==> src/rtl/frame_sequencer.sv <==
// Frame protocol controller between the UART and the image filter: parses the
// SYNC/command header, streams pixels to the filter and appends the ACK+checksum or NAK trailer.
module frame_sequencer #(
  parameter int unsigned       row_depth      = 450,
  parameter int unsigned       column_depth   = 500,
  parameter int unsigned       D_BITS         = 8,
  parameter int unsigned       timeout_cycles = 10_000000,
  parameter logic [D_BITS-1:0] SYNC           = 8'hA5,
  parameter logic [D_BITS-1:0] ACK            = 8'h5A,
  parameter logic [D_BITS-1:0] NAK            = 8'hEE
) (
  input  logic              i_clk,
  input  logic              reset,
  input  logic [D_BITS-1:0] i_rx_data,
  input  logic              i_rx_dvalid,
  output logic [D_BITS-1:0] o_pix_data,
  output logic              o_pix_valid,
  output logic [1:0]        o_filt_sel,
  input  logic [D_BITS-1:0] i_filt_data,
  input  logic              i_filt_dvalid,
  output logic              o_filt_tx_rdy,
  input  logic              i_tx_rdy,
  output logic [D_BITS-1:0] o_tx_data,
  output logic              o_tx_enable,
  output logic              o_busy,
  output logic              o_err
);

  localparam int unsigned N  = row_depth * column_depth;
  localparam int unsigned CW = $clog2(N + 1);
  localparam int unsigned WW = $clog2(timeout_cycles + 1);
  localparam logic [CW-1:0] N_C  = CW'(N);
  localparam logic [WW-1:0] TO_C = WW'(timeout_cycles);

  typedef enum logic [2:0] {
    IDLE, CMD, LOAD, DRAIN, SEND_ACK, SEND_CSUM, SEND_NAK
  } state_t;

  typedef enum logic {WAIT_RDY, WAIT_LOW} phase_t;

  state_t            state;
  phase_t            phase;
  logic [CW-1:0]     in_cnt;
  logic [CW-1:0]     out_cnt;
  logic [WW-1:0]     wd;
  logic [D_BITS-1:0] checksum;
  logic [D_BITS-1:0] tx_data_q;
  logic              tx_en_q;
  logic [D_BITS-1:0] send_byte;
  logic              filt_owns;
  logic              out_done;
  logic              wd_hit;

  assign filt_owns = (state == LOAD) || (state == DRAIN);

  // The filter drives TX directly while it owns the channel; otherwise the registered trailer path does.
  assign o_filt_tx_rdy = filt_owns & i_tx_rdy;
  assign o_tx_data     = filt_owns ? i_filt_data : tx_data_q;
  assign o_tx_enable   = filt_owns ? i_filt_dvalid : tx_en_q;
  assign o_busy        = (state != IDLE);

  // The last filter byte completes the frame on its own cycle so out_cnt can never pass N.
  assign out_done = (out_cnt == N_C) ||
                    (i_filt_dvalid && (out_cnt == N_C - 1'b1));
  assign wd_hit   = !i_filt_dvalid && (wd == TO_C - 1'b1);

  always_comb begin
    send_byte = NAK;
    if (state == SEND_ACK)
      send_byte = ACK;
    else if (state == SEND_CSUM)
      send_byte = checksum;
  end

  always_ff @(posedge i_clk) begin
    if (!reset) begin
      state       <= IDLE;
      phase       <= WAIT_RDY;
      in_cnt      <= '0;
      out_cnt     <= '0;
      wd          <= '0;
      checksum    <= '0;
      o_pix_data  <= '0;
      o_pix_valid <= 1'b0;
      o_filt_sel  <= '0;
      o_err       <= 1'b0;
      tx_data_q   <= '0;
      tx_en_q     <= 1'b0;
    end else begin
      o_pix_valid <= 1'b0;
      tx_en_q     <= 1'b0;

      if (i_filt_dvalid) begin
        if (filt_owns) begin
          if (out_cnt != N_C) begin
            out_cnt  <= out_cnt + 1'b1;
            checksum <= checksum ^ i_filt_data;
          end
        end else begin
          o_err <= 1'b1;
        end
        wd <= '0;
      end else if (state == DRAIN) begin
        wd <= wd + 1'b1;
      end

      case (state)
        IDLE: begin
          if (i_rx_dvalid && (i_rx_data == SYNC)) begin
            state <= CMD;
            o_err <= 1'b0;
          end
        end
        CMD: begin
          if (i_rx_dvalid) begin
            if (i_rx_data[D_BITS-1:2] == '0) begin
              o_filt_sel <= i_rx_data[1:0];
              in_cnt     <= '0;
              out_cnt    <= '0;
              checksum   <= '0;
              wd         <= '0;
              state      <= LOAD;
            end else begin
              o_err <= 1'b1;
              state <= SEND_NAK;
            end
          end
        end
        LOAD: begin
          if (i_rx_dvalid) begin
            o_pix_data  <= i_rx_data;
            o_pix_valid <= 1'b1;
            in_cnt      <= in_cnt + 1'b1;
            if (in_cnt == N_C - 1'b1)
              state <= DRAIN;
          end
        end
        DRAIN: begin
          if (i_rx_dvalid)
            o_err <= 1'b1;
          if (out_done) begin
            state <= SEND_ACK;
          end else if (wd_hit) begin
            o_err <= 1'b1;
            state <= SEND_NAK;
          end
        end
        SEND_ACK, SEND_CSUM, SEND_NAK: begin
          if (i_rx_dvalid)
            o_err <= 1'b1;
          if (phase == WAIT_RDY) begin
            if (i_tx_rdy) begin
              tx_data_q <= send_byte;
              tx_en_q   <= 1'b1;
              phase     <= WAIT_LOW;
            end
          end else if (!i_tx_rdy && !tx_en_q) begin
            phase <= WAIT_RDY;
            state <= (state == SEND_ACK) ? SEND_CSUM : IDLE;
          end
        end
        default: state <= IDLE;
      endcase
    end
  end

endmodule

==> config.mk <==
export PLATFORM = sky130hd
export DESIGN_NAME = frame_sequencer
export DESIGN_NICKNAME = d
export VERILOG_FILES = /design/src/rtl/frame_sequencer.sv
export SDC_FILE = /design/constraint.sdc
export NUM_CORES = 1
export LEC_CHECK = 0
export CORE_ASPECT_RATIO = 1.4
export CORE_UTILIZATION = 30
export DETAILED_ROUTE_END_ITERATION = 12
export PLACE_DENSITY = 0.45
export SLEW_MARGIN = 20
export SYNTH_ARGS = -nofsm -noshare
export SYNTH_HDL_FRONTEND = slang
export SYNTH_SLANG_ARGS = --single-unit
==> constraint.sdc <==
create_clock -name i_clk -period 2.2 [get_ports i_clk]
set_input_delay 0.44 -clock i_clk [delete_from_list [all_inputs] [get_ports i_clk]]
set_output_delay 0.44 -clock i_clk [all_outputs]
set_load 0.03 [all_outputs]
Yosys cells after proc, flatten, opt, wreduce, memory -nomap -nowiden
Index checks and enable logic that the tools add are counted.
{"block": "classes", "add_sub_neg": 3, "n_eq_ne": 20, "n_reduce_logical": 21, "mux": 49, "bitwise": 5}
{"cell": "$mux 18", "count": 9}
{"cell": "$mux 24", "count": 5}
{"cell": "$mux 8", "count": 9}
{"cell": "$eq 18x18->1 const B", "count": 3}
{"cell": "$add 18x1->18 const B", "count": 2}
{"cell": "$pmux 18 s2", "count": 1}
{"cell": "$mux 3", "count": 10}
{"cell": "$add 24x1->24 const B", "count": 1}
{"cell": "$eq 24x24->1 const B", "count": 1}
{"cell": "$ne 18x18->1 const B", "count": 1}
{"cell": "$pmux 3 s5", "count": 1}
{"cell": "$mux 1", "count": 13}
{"cell": "$ne 2x2->1 const B", "count": 6}
{"cell": "$eq 3x3->1 const B", "count": 3}
{"cell": "$eq 8x8->1 const B", "count": 1}
{"cell": "$xor 8x8->8", "count": 1}
{"cell": "$reduce_and 7->1", "count": 1}
{"cell": "$eq 3x2->1 const B", "count": 2}
{"cell": "$logic_not 6->1", "count": 1}
{"cell": "$reduce_and 3->1", "count": 2}
{"cell": "$reduce_or 3->1", "count": 2}
{"cell": "$logic_and 1x1->1", "count": 4}
{"cell": "$pmux 1 s4", "count": 1}
{"cell": "$reduce_and 2->1", "count": 2}
{"cell": "11 further kinds", "count": 16}
{"block": "totals", "register_bits": 93, "output_inout_bits": 23}

Logic depth before layout (Yosys ltp)
Gate-level depths: netlist (run 1).
{"block": "depth", "depth_word": 8, "ltp_mapped": 9}

Worst setup path before layout (run 1)
No wires, ideal clock.
{"block": "synth_timing", "path_type": "input to register", "from": "in i_rx_data[4]", "to": "reg wd[10]", "path_slack_ns": -0.037, "path_stages": 9, "arrival_time_ns": 2.122, "required_time_ns": 2.085, "cell_sequence": "or3_1 or4_1 or2_1 clkbuf_1 nand2_2 or2_1 buf_4 buf_6 nor2_1"}
{"block": "synth_via", "elab_chain_cells": 4}
{"item": "start: declaration", "line": "14", "text": "input logic [D_BITS-1:0] i_rx_data,"}
{"item": "$logic_not 6->1", "line": "116", "text": "if (i_rx_data[D_BITS-1:2] == '0) begin"}
{"item": "$mux 24", "line": "116"}
{"item": "$mux 24", "line": "115", "text": "if (i_rx_dvalid) begin"}
{"item": "$mux 24", "line": "107", "text": "case (state)"}
{"item": "end signal: assignment", "line": "104", "text": "wd <= wd + 1'b1;"}
{"item": "end: declaration", "line": "45", "text": "logic [WW-1:0] wd;"}
No other way between the ends.
A chain may end at the register's enable or synchronous reset.

Final worst setup path (run 1)
{"block": "layout_timing", "from": "reg wd[22]", "to": "reg state[2]"}
{"block": "layout_via", "elab_chain_cells": 4}
{"item": "$eq 24x24->1", "line": "65", "text": "assign wd_hit = !i_filt_dvalid && (wd == TO_C - 1'b1);"}
{"item": "$logic_and 1x1->1", "line": "65"}
{"item": "$ne 3x3->1 (no source line)"}
{"item": "$reduce_and 7->1 (no source line)"}
{"item": "end signal: assignment", "line": "159", "text": "state <= (state == SEND_ACK) ? SEND_CSUM : IDLE;"}
{"item": "end: declaration", "line": "41", "text": "state_t state;"}
No other way between the ends.

==> reports/qor.csv, run 1 <==
metric,value,unit
status,"finished, final reports clean",
mostFrequentLayoutCell,dfxtp_1,
cap_violations,0,
wl,11000,um
fin_crit,2.13,ns
syn_area,4470,um2
crit_path_end_kind,flop,
fin_nets,665,
period_share,96.9,%
ys_seq_area_share,41.6,%
ys_ff_latch,93,
drtPass1Iterations,5,
holdBufCountCts,0,
cts_tree,done,
grt_antenna_before_repair,0,
path_max_fanout,3,
dp_hpwl,8100,um
synth_ff_type,dfxtp_1,
vias,3952,
die_area,15400,um2
hold_violations,0,
drt_first_iter_violations,76,
final_max_slew_viol_count,0,
grt.total_usage,15.0,%
ys_async_sr_fraction,0,%
fin_cells,834,
clock.fmax,0.469,GHz
grt_start_max_net_pins,22,
synth_edf_count,0,
grt_first_pass_wirelength,18500,um
grt_pass1_vias,3830,
wire_per_inst,13.2,um
synth_cells,549,
synth_warnings,0,
dpl_worst_slack,-0.398,ns
n_antenna_cell,0,
overflow,0,
synth_area_per_cell,8.15,um2
rsz0062_at_grt,true,
setup_ws,0.0678,ns
startpoint_type,flop,
tightest_slew,0.427,ns
io_pins,44,
core,14500,um2
gp_congestion,0.788,
nFillCells,1513,
leakagePower,2.26,nW
row_count,52,
ctsLongestPathBuffers,2,
maxSlewHeadroom,71.3,%
synth_cell_types,54,
ant_nets,0,
layout-drive-gt1-share,17.2,%
cp.arrival,2.39,ns
start_util,30.8,%
syn-num-nets,574,
required,2.46,ns
hold_path_class,reg -> reg,
dpl.cell_count,814,
clkLatencyLatePin,0.34,ns
cts_buffers,9,
clk_pin_slew_worst_paths,0.07,ns
vias_per_cell,4.74,
finalSetupViolCount,0,
die_w,105,um
powerDensity,636,nW/um2
critPathKind,reg -> reg,
drc_errors,0,
die_h,146,um
syn2layout_area_growth,31.3,%
ir_drop,0.330,mV
finClkSkew,0.00755,ns
htree_levels,3,
clock-sinks,93,
io_buffers,43,
cts_root_buf,clkbuf_16,
final_cell_mix,"dfxtp_1, nand2_1, nor2_1, buf_4, xor2_1",
-- power by group --
part | switching, mW | leakage, nW | internal, mW
Clock | 0.674 | 0.151 | 0.990
Combinational | 0.187 | 1.36 | 0.168
Sequential | 0.0175 | 0.749 | 1.70
Total | 0.878 | 2.26 | 2.86
-- stage by stage --
stage	total power, mW	hold slack (ns)	area [um2]	setup TNS, ns	util (%)
6_report	3.73	0.460	5870	0	40.5
5_1_grt	3.90	0.482	5870	-0.0630	40.5
4_1_cts	3.79	0.466	5850	0	40.3
3_5_place_dp	2.10	0.459	5440	-26.85	37.5
3_3_place_gp	2.10	0.448	5440	-25.30	37.5
2_1_floorplan	1.94	0.440	4480	0	-
-- worst max-delay path, cell delays in order, from the launching register on --
cell and delay (ns):
dfxtp_1 0.31, or4b_4 0.55, nor3_4 0.14, nand4_1 0.17, and2_4 0.21, or4_4 0.50
o31ai_2 0.17
-- logic make-up after synthesis --
family / synth area share, %
AND/OR/NAND/NOR: 33.8
AO/OA/AOI/OAI: 7.13
XOR/XNOR: 11.8
adder cells (fa/ha/maj): 1.34
flip-flops: 41.6
buffers and inverters: 3.69
multiplexers: 0.672
-- area by class of cell --
| cell class | instances | area, um2 | area share (%) |
|---|---|---|---|
| flip-flops and latches | 93 | 1860 | 31.7 |
| repair buffers | 105 | 911 | 15.5 |
| clock inverters | 7 | 90.1 | 1.53 |
| inverters | 10 | 37.5 | 0.640 |
| clock buffers | 9 | 225 | 3.84 |
| multi-input cells | 421 | 2510 | 42.7 |
| well taps | 189 | 236 | 4.03 |
-- repair_timing --
| item | CTS | global route |
|---|---|---|
| gates cloned | 1 | 0 |
| endpoints found under the hold margin | 0 | 0 |
| endpoints found under the setup margin | 53 | 13 |
| resized for setup | 13 | 4 |
| setup buffers | 3 | 0 |
| pin swaps | 9 | 3 |
-- registers in the layout, indices dropped and copies added (netlist names) --
signal / count
wd: 24
checksum: 8
o_err: 1
out_cnt: 18
o_pix_valid: 1
o_filt_sel: 2
state: 3
tx_en_q: 1
phase: 1
in_cnt: 18
o_pix_data: 8
tx_data_q: 8
-- per-layer routing --
metal | wire (um) | global-route usage (%) | share of wire (%)
met5 | 0 | 0 | 0
met4 | 127 | 4.65 | 1.2
met3 | 230 | 3.26 | 2.1
met2 | 5770 | 27.0 | 52
met1 | 4900 | 17.6 | 44
-- cell usage after synthesis (3+ instances only) --
cell type   n  area share (%)
nor4bb_1    3            0.67
nand3_1    29             3.2
ha_1        4             1.1
a21boi_0   12             2.0
or2_2       3            0.42
nand2_1    92             7.7
and3_1     13             1.8
xnor2_1    18             3.5
clkbuf_1   15             1.3
o21ai_0    10             1.1
xor2_1     42             8.2
and2_1      7            0.98
buf_6       3            0.76
or2_1       3            0.42
nor2_1     88             7.4
o21a_1      4            0.67
mux2i_1     3            0.67
nor3_1     15             1.7
nor3b_1     4            0.67
nor2b_1     4            0.56
buf_2       6            0.67
nor4_1      3            0.42
nand4_1    17             2.4
dfxtp_1    93              42
or3_1       4            0.56
a21oi_1     9             1.0
inv_1      10            0.84
-- final timing paths --
kind                      start  depth (start not counted)  slack (ns)             to
setup / recovery         wd[22]                          6        0.07       state[2]
hold / removal    o_pix_data[5]                          2        0.46  o_pix_data[5]
hold reg to reg   o_pix_data[5]                          2        0.46  o_pix_data[5]
setup reg to reg         wd[22]                          6        0.07       state[2]
(Power assumes the default switching activity.)
==> run 2: changes to the inputs <==
Settings changed: CAP_MARGIN set to 10.
==> results of run 2 <==
Same layout as run 1: the final DEF is identical, and so are final timing and power.
